**config.mk**
```make
export PLATFORM = sky130hd
export DESIGN_NAME = stream_prefetch_ctrl
export DESIGN_NICKNAME = d
export VERILOG_FILES = /design/src/rtl/stream_prefetch_ctrl_pkg.sv /design/src/rtl/stream_prefetch_ctrl.sv
export SDC_FILE = /design/constraint.sdc
export NUM_CORES = 1
export LEC_CHECK = 0
export CAP_MARGIN = 20
export CELL_PAD_IN_SITES_DETAIL_PLACEMENT = 0
export CELL_PAD_IN_SITES_GLOBAL_PLACEMENT = 1
export CORE_AREA = 2 2 273 275
export CTS_CLUSTER_SIZE = 14
export DETAILED_ROUTE_END_ITERATION = 10
export DIE_AREA = 0 0 275 277
export GPL_ROUTABILITY_DRIVEN = 1
export GPL_TIMING_DRIVEN = 0
export PLACE_DENSITY = 0.67
export SETUP_SLACK_MARGIN = 0.02
export SLEW_MARGIN = 30
export SYNTH_ARGS = -nofsm -noshare
export SYNTH_HDL_FRONTEND = slang
export SYNTH_SLANG_ARGS = --single-unit
export TNS_END_PERCENT = 100
```
**constraint.sdc**
```tcl
create_clock -name clk -period 38.8 [get_ports clk]
set_input_delay 7.76 -clock clk [delete_from_list [all_inputs] [get_ports clk]]
set_output_delay 7.76 -clock clk [all_outputs]
set_load 0.01 [all_outputs]
```
**src/rtl/stream_prefetch_ctrl_pkg.sv**
```systemverilog
// Shared CPU definitions for the instruction-side next-line prefetch controller:
// physical address type, line/label typedefs and controller state encoding.
package stream_prefetch_ctrl_pkg;

  localparam int unsigned PHYS_WIDTH     = 32;
  typedef logic [PHYS_WIDTH-1:0] phys_t;

  localparam int unsigned LINE_WIDTH_DEF = 256;
  localparam int unsigned OFFSET_WIDTH   = $clog2(LINE_WIDTH_DEF / 8);
  localparam int unsigned LABEL_WIDTH    = $bits(phys_t) - OFFSET_WIDTH;

  typedef logic [LINE_WIDTH_DEF-1:0] line_t;
  typedef logic [LABEL_WIDTH-1:0]    label_t;

  typedef enum logic [2:0] {
    ST_IDLE      = 3'd0,
    ST_CHECK     = 3'd1,
    ST_ISSUE     = 3'd2,
    ST_WAIT_FILL = 3'd3,
    ST_RESP      = 3'd4,
    ST_PREFETCH  = 3'd5
  } state_e;

endpackage

```
**src/rtl/stream_prefetch_ctrl.sv**
```systemverilog
// Next-line prefetch controller between the I-cache miss path and stream_buffer.
// Serves hits from the buffered line and keeps label+1 in flight after each delivery.
module stream_prefetch_ctrl
  import stream_prefetch_ctrl_pkg::*;
#(
  parameter int unsigned LINE_WIDTH  = LINE_WIDTH_DEF,
  parameter bit          PREFETCH_EN = 1'b1,
  parameter int unsigned CNT_WIDTH   = 32,
  localparam int unsigned LBL_W      = $bits(phys_t) - $clog2(LINE_WIDTH / 8)
) (
  input  logic                  clk,
  input  logic                  rst,
  input  logic                  miss_req,
  input  logic [LBL_W-1:0]      miss_label,
  output logic                  miss_ready,
  output logic                  line_vld,
  output logic [LINE_WIDTH-1:0] line_data,
  output logic [LBL_W-1:0]      line_label,
  output logic [LBL_W-1:0]      sb_label_i,
  output logic                  sb_label_i_rdy,
  output logic                  sb_inv,
  input  logic [LBL_W-1:0]      sb_label_o,
  input  logic [LINE_WIDTH-1:0] sb_data,
  input  logic                  sb_data_vld,
  input  logic                  sb_ready,
  output logic [CNT_WIDTH-1:0]  hit_cnt,
  output logic [CNT_WIDTH-1:0]  miss_cnt
);

  state_e                state_q, state_d;
  logic [LBL_W-1:0]      req_label_q, req_label_d;
  logic [LBL_W-1:0]      pend_label_q, pend_label_d;
  logic                  pend_vld_q, pend_vld_d;
  logic [LBL_W-1:0]      sb_label_q, sb_label_d;
  logic                  sb_rdy_q, sb_rdy_d;
  logic                  sb_inv_q, sb_inv_d;
  logic                  miss_ready_q, miss_ready_d;
  logic                  line_vld_q, line_vld_d;
  logic [LINE_WIDTH-1:0] line_data_q, line_data_d;
  logic [LBL_W-1:0]      line_label_q, line_label_d;
  logic [CNT_WIDTH-1:0]  hit_cnt_q, hit_cnt_d;
  logic [CNT_WIDTH-1:0]  miss_cnt_q, miss_cnt_d;

  logic                  hit_inc;
  logic                  miss_inc;
  logic                  capture;
  logic                  buf_match;
  logic                  pend_match;
  logic [LBL_W-1:0]      next_label;

  assign buf_match  = sb_data_vld && (sb_label_o == req_label_q);
  assign pend_match = pend_vld_q && (pend_label_q == req_label_q) && !sb_data_vld;
  assign next_label = LBL_W'(req_label_q + 1'b1);

  // State register and all registered outputs
  always_ff @(posedge clk or posedge rst) begin
    if (rst) begin
      state_q      <= ST_IDLE;
      req_label_q  <= '0;
      pend_label_q <= '0;
      pend_vld_q   <= 1'b0;
      sb_label_q   <= '0;
      sb_rdy_q     <= 1'b0;
      sb_inv_q     <= 1'b0;
      miss_ready_q <= 1'b1;
      line_vld_q   <= 1'b0;
      line_data_q  <= '0;
      line_label_q <= '0;
      hit_cnt_q    <= '0;
      miss_cnt_q   <= '0;
    end else begin
      state_q      <= state_d;
      req_label_q  <= req_label_d;
      pend_label_q <= pend_label_d;
      pend_vld_q   <= pend_vld_d;
      sb_label_q   <= sb_label_d;
      sb_rdy_q     <= sb_rdy_d;
      sb_inv_q     <= sb_inv_d;
      miss_ready_q <= miss_ready_d;
      line_vld_q   <= line_vld_d;
      line_data_q  <= line_data_d;
      line_label_q <= line_label_d;
      hit_cnt_q    <= hit_cnt_d;
      miss_cnt_q   <= miss_cnt_d;
    end
  end

  // Next state; pulses are decided one cycle early so they appear in the named state
  always_comb begin
    state_d      = state_q;
    req_label_d  = req_label_q;
    pend_label_d = pend_label_q;
    pend_vld_d   = pend_vld_q;
    sb_label_d   = sb_label_q;
    sb_rdy_d     = 1'b0;
    sb_inv_d     = 1'b0;
    hit_inc      = 1'b0;
    miss_inc     = 1'b0;
    capture      = 1'b0;

    case (state_q)
      ST_IDLE: begin
        if (miss_req && miss_ready_q) begin
          req_label_d = miss_label;
          state_d     = ST_CHECK;
        end
      end
      ST_CHECK: begin
        if (buf_match) begin
          hit_inc = 1'b1;
          capture = 1'b1;
          state_d = ST_RESP;
        end else if (pend_match) begin
          hit_inc = 1'b1;
          state_d = ST_WAIT_FILL;
        end else begin
          sb_inv_d   = sb_data_vld || pend_vld_q;
          pend_vld_d = 1'b0;
          miss_inc   = 1'b1;
          state_d    = ST_ISSUE;
        end
      end
      ST_ISSUE: begin
        if (sb_ready) begin
          sb_rdy_d     = 1'b1;
          sb_label_d   = req_label_q;
          pend_label_d = req_label_q;
          pend_vld_d   = 1'b1;
          state_d      = ST_WAIT_FILL;
        end
      end
      ST_WAIT_FILL: begin
        if (buf_match) begin
          capture = 1'b1;
          state_d = ST_RESP;
        end
      end
      ST_RESP: begin
        state_d = PREFETCH_EN ? ST_PREFETCH : ST_IDLE;
      end
      ST_PREFETCH: begin
        if (sb_ready) begin
          sb_rdy_d     = 1'b1;
          sb_label_d   = next_label;
          pend_label_d = next_label;
          pend_vld_d   = 1'b1;
          state_d      = ST_IDLE;
        end
      end
      default: begin
        state_d    = ST_IDLE;
        pend_vld_d = 1'b0;
      end
    endcase

    // Delivered line is consumed, so the buffer copy is discarded alongside line_vld
    if (capture) begin
      sb_inv_d   = 1'b1;
      pend_vld_d = 1'b0;
    end
  end

  // Response payload and ready strobe
  always_comb begin
    miss_ready_d = (state_d == ST_IDLE);
    line_vld_d   = capture;
    line_data_d  = capture ? sb_data : line_data_q;
    line_label_d = capture ? req_label_q : line_label_q;
  end

  // Saturating perf counters
  always_comb begin
    hit_cnt_d  = hit_cnt_q;
    miss_cnt_d = miss_cnt_q;
    if (hit_inc && (hit_cnt_q != '1)) begin
      hit_cnt_d = hit_cnt_q + CNT_WIDTH'(1);
    end
    if (miss_inc && (miss_cnt_q != '1)) begin
      miss_cnt_d = miss_cnt_q + CNT_WIDTH'(1);
    end
  end

  assign miss_ready     = miss_ready_q;
  assign line_vld       = line_vld_q;
  assign line_data      = line_data_q;
  assign line_label     = line_label_q;
  assign sb_label_i     = sb_label_q;
  assign sb_label_i_rdy = sb_rdy_q;
  assign sb_inv         = sb_inv_q;
  assign hit_cnt        = hit_cnt_q;
  assign miss_cnt       = miss_cnt_q;

endmodule

```
Word level (Yosys, flattened, before mapping):

Cells that the tools add are included.
Widths: inputs -> output; s select.

* register bits after elaboration: 409
* bits in latches: 0
* output and inout bits: 378
* memory bits (writable): 0
* memories kept: 0
* bits in read-only memories: 0
* word-level logic and storage cells: 76
* bits of input ports: 315

* divide/modulo/power cells: 0
* reductions and logical operators: 17
* mux-type cells: 29
* multiply operators: 0
* shifts and indexed selects: 0
* equality and inequality tests: 15
* bitwise logic cells: 0
* magnitude comparators: 0
* add/sub/neg operators: 3

Operator list (count)
* $add 32x1->32 const B: 2
* $ne 32x32->1 const B: 2
* $eq 27x27->1: 2
* $mux 27: 2
* $pmux 27 s2: 1
* $add 27x1->27 const B: 1
* $mux 1: 19
* $pmux 3 s6: 1
* $mux 3: 5
* $eq 3x2->1 const B: 2
* $eq 3x3->1 const B: 2
* $logic_and 1x1->1: 6
* $logic_not 3->1: 2
* $ne 3x3->1 const B: 2
* $ne 2x2->1 const B: 2
* $reduce_and 4->1: 1
* $reduce_or 2->1: 2
* $eq 3x1->1 const B: 1
* $ne 3x1->1 const B: 1
* $pmux 1 s3: 1
* $reduce_and 3->1: 1
* $reduce_or 3->1: 1
* $ne 2x1->1 const B: 1
* $reduce_and 2->1: 1
* other kinds (3): 3

Logic depth before layout (Yosys ltp):

Gate-level depths: netlist of the first run.

* depth in word-level cells: 7
* gate-level depth with buffers: 10
* depth with buffers taken out: 8

Worst setup path after synthesis of the first run:

No wires, ideal clock.

* path type: input-to-reg
* from: input sb_label_o[19]
* to: register line_data_q[0], in the netlist line_data[0]
* cell stages on the path: 9
* buffers on the path: 2
* slack: 29.402 ns
* data arrival time: 9.281 ns
* data required time: 38.683 ns
* library setup time: 0.117 ns
* cells stage by stage: xor2_1 nor4_1 nand2_1 and4bb_1 nand3_2 clkbuf_1 clkbuf_1 nand2_1 nand2_1

* longest elaborated chain between the ends: 4

Ends and longest elaborated chain
* start, declared: RTL line stream_prefetch_ctrl.sv:22 `input logic [LBL_W-1:0] sb_label_o,`
* $eq 27x27->1: RTL line stream_prefetch_ctrl.sv:51 `assign buf_match = sb_data_vld && (sb_label_o == req_label_q);`
* $logic_and 1x1->1: RTL line stream_prefetch_ctrl.sv:51
* $mux 1: RTL line stream_prefetch_ctrl.sv:109, stream_prefetch_ctrl.sv:133
* $mux 1
* end signal, assigned: RTL line stream_prefetch_ctrl.sv:81 `line_data_q <= line_data_d;`
* end, declared: RTL line stream_prefetch_ctrl.sv:39 `logic [LINE_WIDTH-1:0] line_data_q, line_data_d;`

Every way passes these cells.
A chain may end at the register's enable or synchronous reset.

Worst setup path after layout of the first run:

* from: input sb_label_o[2]
* to: register line_data_q[26], in the netlist line_data[26]

The elaborated chain is that of the path after synthesis.

==> run metrics, run 1 <==
Avg WL per Cell=18.9 um; combinational family with the most area after synthesis=simple AND/OR/NAND/NOR gates; CTS buffer count=49; Worst EP arrival=11.02 ns; RSZ-0062 raised after global routing=no; Filler cells=7444; Largest delay share family, worst path=simple AND/OR/NAND/NOR gates; Port-buffer cells=692; Final Skew=0.0355 ns; Vias=15200; root buf cell=clkbuf_16; syn nets=2133; CTS tree=built; antenna violations before repair=8; Worst setup SP type=primary input; Initial Util=23.4%; Post-Synth XOR/XNOR Area=7.21%; leak pwr=12.9 nW; DRT iter0 DRCs=840; Clk Latency, worst-skew pair=0.59 ns; Slowest-stage cell, CP=clkdlybuf4s50_1; Sw Pwr=0.210 mW; cts hold-fix bufs=0; grt ovf=0; Comb power frac=6.0%; Detail Route Antenna Nets=0; Flop pwr share=46.4%; Sw Ratio=22.7%; Setup Fix Bufs, Post-CTS=0; Tot GR Track Use=17.4%; area of the multi-input gates=0.00648 mm^2; Max-slew headroom=40.1%; DRC violations left=0; Routed WL=67.6 mm; Via density=4.25; first-pass GRT wire length=100 mm; routability cong.=0.890; power per cell area=34.2 mW/mm^2; HPWL Detailed=53.0 mm; post-synthesis mux area share=3.26%; vias in the first global route=15700; io pins=693; slowest stage delay, CP=0.47 ns; FMAX=95.1 MHz; share of cells above drive strength 1=7.43%; sequential-to-total area share from yosys stat=59.4%; area share of fa/ha/maj cells after synthesis=0.218%; power consumption=0.926 mW; Reg clk slew, reported paths=0.06 ns; final hold violation count=0; Seq cells post-synth=409; # rows=100; Setup crit end kind=register; Critical Path Fanout Max=10; YS warnings=0; Crit Path Class=in -> reg; crit path cell chain=clkdlybuf4s50_1, xnor2_1, nand4_1, nor4_1, nand4_1, nor2_2, buf_8, clkbuf_1, nand2_1, nand2_1; Mean Syn Cell Area=9.50 um^2; htree depth=2; largest net degree at the start of global routing=89; Worst-Margin Slew=0.898 ns; final net count=2881; Final Max Slew Viols=0; simple-gate area share of the yosys netlist=25.3%; CTS sink count=409; Buf+Inv Stages, Crit Path=3; Mapped Cells=1815; Seq. cell area=0.0102 mm^2; Die Wd=275 um; P_int=0.716 mW; Unique masters post-synth=46; Max-Cap Viols=0; Worst Path Required=39.31 ns; Die ar.=0.0762 mm^2; crit path time final=10.51 ns; status=finished clean; Core ar.=0.0736 mm^2; total negative slack=0 ns; area of the mapped netlist=0.0172 mm^2; Clock Path Buffers=3; Synth Area in Compound Gates=1.56%; Area Growth Syn to Fin=56.8%; Final Cycle Share=27.1%; Clock power frac=47.6%; Die H=277 um; DRT Pass-1 Iters=7; final setup vio count=0; Min-Delay Path Class=reg -> reg; maximum vdd ir drop=0.0294 mV; final core occ=36.8%; PostCTS Resize Cnt=0
-- cells in the mapped netlist (all sizes together) --
master	count	area, um^2
mux2i	1	10.0
and4bb	1	12.5
o21ai	40	204
and3	15	93.8
nor2b	1	6.26
ha	3	37.5
dfstp	1	26.3
xor2	72	631
a31oi	1	6.26
nor4b	1	8.76
nor3b	3	22.5
and4	6	52.6
a21o	2	15.0
a32oi	1	8.76
or3	5	31.3
nand3	29	150
a311oi	1	8.76
xnor2	70	613
nand2b	4	25.0
clkbuf	45	171
o21bai	1	11.3
dfrtp	408	10200
nand3b	2	15.0
and2	2	12.5
nor2	38	143
nand2	847	3180
or4	1	7.51
nor3	28	180
nor4	19	178
nand4	37	231
or2	3	18.8
inv	17	63.8
buf	58	294
mux2	49	552
a21oi	3	15.0
-- cells in the final DEF, fill, tap and decap left out, drive strengths merged, types with 3 or more instances in the layout --
| cell type | netlist | layout |
|---|---|---|
| a21oi | 3 | 3 |
| and3 | 15 | 15 |
| and4 | 6 | 6 |
| buf | 58 | 63 |
| clkbuf | 45 | 117 |
| clkdlybuf4s50 | 0 | 692 |
| clkinv | 0 | 9 |
| dfrtp | 408 | 408 |
| diode | 0 | 6 |
| ha | 3 | 3 |
| inv | 17 | 19 |
| mux2 | 49 | 49 |
| nand2 | 847 | 847 |
| nand2b | 4 | 4 |
| nand3 | 29 | 29 |
| nand4 | 37 | 37 |
| nor2 | 38 | 38 |
| nor3 | 28 | 28 |
| nor3b | 3 | 3 |
| nor4 | 19 | 19 |
| o21ai | 40 | 40 |
| or2 | 3 | 3 |
| or3 | 5 | 5 |
| xnor2 | 70 | 70 |
| xor2 | 72 | 72 |
-- state kept, by name, summed over array words and instances, names as in the netlist, 3 cells and up --
| name | flops |
|---|---|
| state_q | 3 |
| hit_cnt | 32 |
| req_label_q | 27 |
| line_data | 256 |
| miss_cnt | 32 |
| sb_label_i | 27 |
| line_label | 27 |
-- power by group through the flow --
stage	Combinational (mW)	Sequential, mW	Clock, mW
floorplan	0.0128	0.437	0
global placement	0.0546	0.437	0
detailed placement	0.0564	0.437	0
CTS	0.0568	0.429	0.455
global route	0.0604	0.429	0.474
finish	0.0557	0.429	0.441
-- metrics by stage --
step / area, um^2 / setup slack (ns) / hold slack (ns) / cells
final: 27000 / 28.29 / 0.462 / 3573
after global routing: 27000 / 28.12 / 0.480 / 3573
after CTS: 27000 / 28.28 / 0.466 / 3567
after detailed placement: 25500 / 27.66 / 0.455 / 3481
after global placement: 25400 / 13.97 / 0.447 / 3476
after floorplan: 17200 / 19.66 / 0.501 / 1815
-- worst reg2reg max path, delay by kind of cell, from the launching register on --
family,cells,cell delay [ns]
xor gates and xnor gates,1,0.35
buffers and inverters,3,0.84
DFF,1,0.35
and+or+nand+nor,6,1.70
-- layout make-up --
| cell class | count | area share, % |
|---|---|---|
| flip-flops and latches | 409 | 37.9 |
| well taps | 969 | 4.48 |
| multi-input cells | 1286 | 24.0 |
| plain buffers | 103 | 1.73 |
| repair buffers | 697 | 26.1 |
| diodes | 6 | 0.0555 |
| clock buffers | 72 | 5.15 |
| clock inverters | 14 | 0.412 |
| inverters | 17 | 0.264 |
-- layer usage --
layer	wire (um)	track usage [%]	vias to the layer above
met5	29	0	-
met2	33900	29.9	507
met3	5960	6.23	93
met1	26200	20.2	7330
met4	1520	4.71	4
li1	-	-	7239
-- cells by family after synthesis --
kind of cell | after synthesis
simple gates | 1042
fa+ha+maj | 3
flops | 409
mux | 50
buf+inv | 120
compound gates | 49
xor+xnor | 142
-- worst paths after layout --
check | to | start | depth (start not counted) | slack [ns]
max | line_data[26] | sb_label_o[2] | 10 | 28.29
min | line_data[72] | line_data[72] | 2 | 0.46
max reg2reg | line_data[26] | req_label_q[3] | 10 | 35.49
min reg2reg | line_data[72] | line_data[72] | 2 | 0.46
max in group asynchronous | sb_label_i[21] | rst | 4 | 29.76
min in group asynchronous | line_data[123] | rst | 2 | 7.69
(Power assumes the default switching activity.)
==> inputs of run 2 (changes only) <==
Clock period 38.8 ns to 10.35 ns, I/O delays scaled along.
==> run metrics, run 2 (same netlist as run 1, synthesis figures left out) <==
status=finished clean; final net count=2893 (+0.42%); Final Skew=0.0332 ns (-0.00230 ns); Flop pwr share=45.6% (-0.8 points); Die Wd=275 um (unchanged); power per cell area=129 mW/mm^2 (+280%); Core ar.=0.0736 mm^2 (unchanged); Clock power frac=48.0% (+0.4 points); FMAX=214 MHz; Port-buffer cells=692 (unchanged); worst setup path start=sb_label_o[24]; Hold Path Sink=line_data[115]; Worst R2R Path Depth=9 (-1); Detail Route Antenna Nets=0 (unchanged); Reg clk slew, reported paths=0.06 ns (about the same); # rows=100 (unchanged); CTS buffer count=49 (unchanged); DRC violations left=0 (unchanged); final hold violation count=0 (unchanged); Critical Path Fanout Max=10 (unchanged); vias in the first global route=16000 (+1.5%); Final Cycle Share=45.2%; Die ar.=0.0762 mm^2 (unchanged); most frequent cells in the layout=nand2_1, clkdlybuf4s50_1, dfrtp_1; Die H=277 um (unchanged); hold path depth=2 (unchanged); Initial Util=23.4% (unchanged); Tot GR Track Use=18.2% (+0.79 points); max reg flops=256 (unchanged); crit path time final=4.68 ns; share of cells above drive strength 1=8.08% (+0.66 points); slowest stage delay, CP=0.53 ns (+0.06 ns); root buf cell=clkbuf_16; Sw Ratio=23.1% (+0.43 points); final setup vio count=0 (unchanged); Clock Path Buffers=3 (unchanged); CTS sink count=409 (unchanged); io pins=693 (unchanged); total negative slack=0 ns (unchanged); crit path cell chain=clkdlybuf4s50_1, xnor2_1, nand4_1, nor4_1, nand4_1, nor2_2, buf_2, buf_2, nand2_1, nand2_1; r2r endpoint=line_data[79]; Crit Path Class=in -> reg; Worst Path Required=10.86 ns (-28.45 ns); Largest delay share family, worst path=simple AND/OR/NAND/NOR gates; routability cong.=0.882 (-0.98%); launching point of the worst reg2reg path=req_label_q[5]; min-delay src=line_data[115]; Setup crit end kind=register; HPWL Detailed=55.4 mm (+4.4%); grt ovf=0 (unchanged); first-pass GRT wire length=104 mm (+4.1%); antenna violations before repair=9 (+1); Min-Delay Path Class=reg -> reg; Via density=4.27 (+0.51%); DRT iter0 DRCs=667 (-21%); Buf+Inv Stages, Crit Path=3 (unchanged); Filler cells=7418 (-0.35%); Max-slew headroom=40.6% (+0.45 points); r2r setup slk=7.03 ns (-28.46 ns); cts hold-fix bufs=0 (unchanged); DRT Pass-1 Iters=5 (-2); Comb power frac=6.4% (+0.4 points); Area Growth Syn to Fin=58.5%; Slowest-stage cell, CP=clkdlybuf4s50_1; Avg WL per Cell=19.5 um (+3.2%); Sw Pwr=0.815 mW (+290%); Vias=15300 (+0.71%); htree depth=2 (unchanged); Clk Latency, worst-skew pair=0.60 ns (about the same); Final Max Slew Viols=0 (unchanged); maximum vdd ir drop=0.111 mV (+280%); RSZ-0062 raised after global routing=no; final core occ=37.1% (+0.39 points); most common cell after layout, fill and taps aside=nand2_1; Setup Fix Bufs, Post-CTS=0 (unchanged); Worst EP arrival=5.19 ns (-5.83 ns); Max-Cap Viols=0 (unchanged); leak pwr=13.0 nW (+1.0%); P_int=2.71 mW (+280%); PostCTS Resize Cnt=0 (unchanged); Hold WS=0.462 ns (+0.000689 ns); Worst-Margin Slew=0.891 ns (-0.00674 ns); Routed WL=70.0 mm (+3.4%); CTS tree=built; Worst setup SP type=primary input; largest net degree at the start of global routing=30 (-66%)
run 2: worst max-delay path by stage:
| stage | endpoint | slack [ns] | cells after the start |
|---|---|---|---|
| global route | line_data[77] | 5.29 | 10 |
| floorplan | hit_cnt[0] | 2.77 | 1 |
| finish | line_data[79] | 5.67 | 10 |
| detailed placement | line_data[76] | 4.89 | 9 |
| CTS | line_data[81] | 5.50 | 9 |
| global placement | line_data[24] | -0.50 | 2 |
run 2: through the flow:
stage               setup slack (ns)  instances  cell area (um^2)  power, mW
floorplan                       2.77       1815             17200       1.69
global placement              -0.499       3476             25400       1.85
detailed placement              4.89       3493             25800       1.86
CTS                             5.50       3579             27300       3.59
global route                    5.29       3580             27300       3.67
finish                          5.67       3580             27300       3.52
run 2: cell type report:
cell class,instances,area (um^2),area share (%)
clock buffers,70,1410,5.14
plain buffers,103,470,1.72
flip-flops and latches,409,10200,37.5
well taps,969,1210,4.44
clock inverters,16,149,0.545
diodes,1,2.50,0.00916
repair buffers,709,7300,26.7
inverters,17,67.6,0.247
multi-input cells,1286,6480,23.7
run 2: per-layer routing:
metal	vias to the layer above	global-route usage [%]	part of all wire, %	wire [um]
met3	95	5.39	7.3	5140
met1	7443	21.5	40	27800
met2	473	31.9	51	35400
li1	7262	-	-	-
met4	8	4.57	2.2	1510
met5	-	0	0.074	52
run 2: power by group through the flow:
stage	Clock [mW]	Combinational (mW)	Sequential, mW
floorplan	0	0.0483	1.64
global placement	0	0.207	1.64
detailed placement	0	0.226	1.64
CTS	1.75	0.228	1.61
global route	1.82	0.241	1.61
finish	1.69	0.224	1.61
run 2: worst register-to-register path: cells and delay by family (launching register included):
family                 cells  cell delay, ns
XOR/XNOR                   1            0.20
buffers and inverters      3            0.98
flip-flops                 1            0.35
AND/OR/NAND/NOR            5            1.71
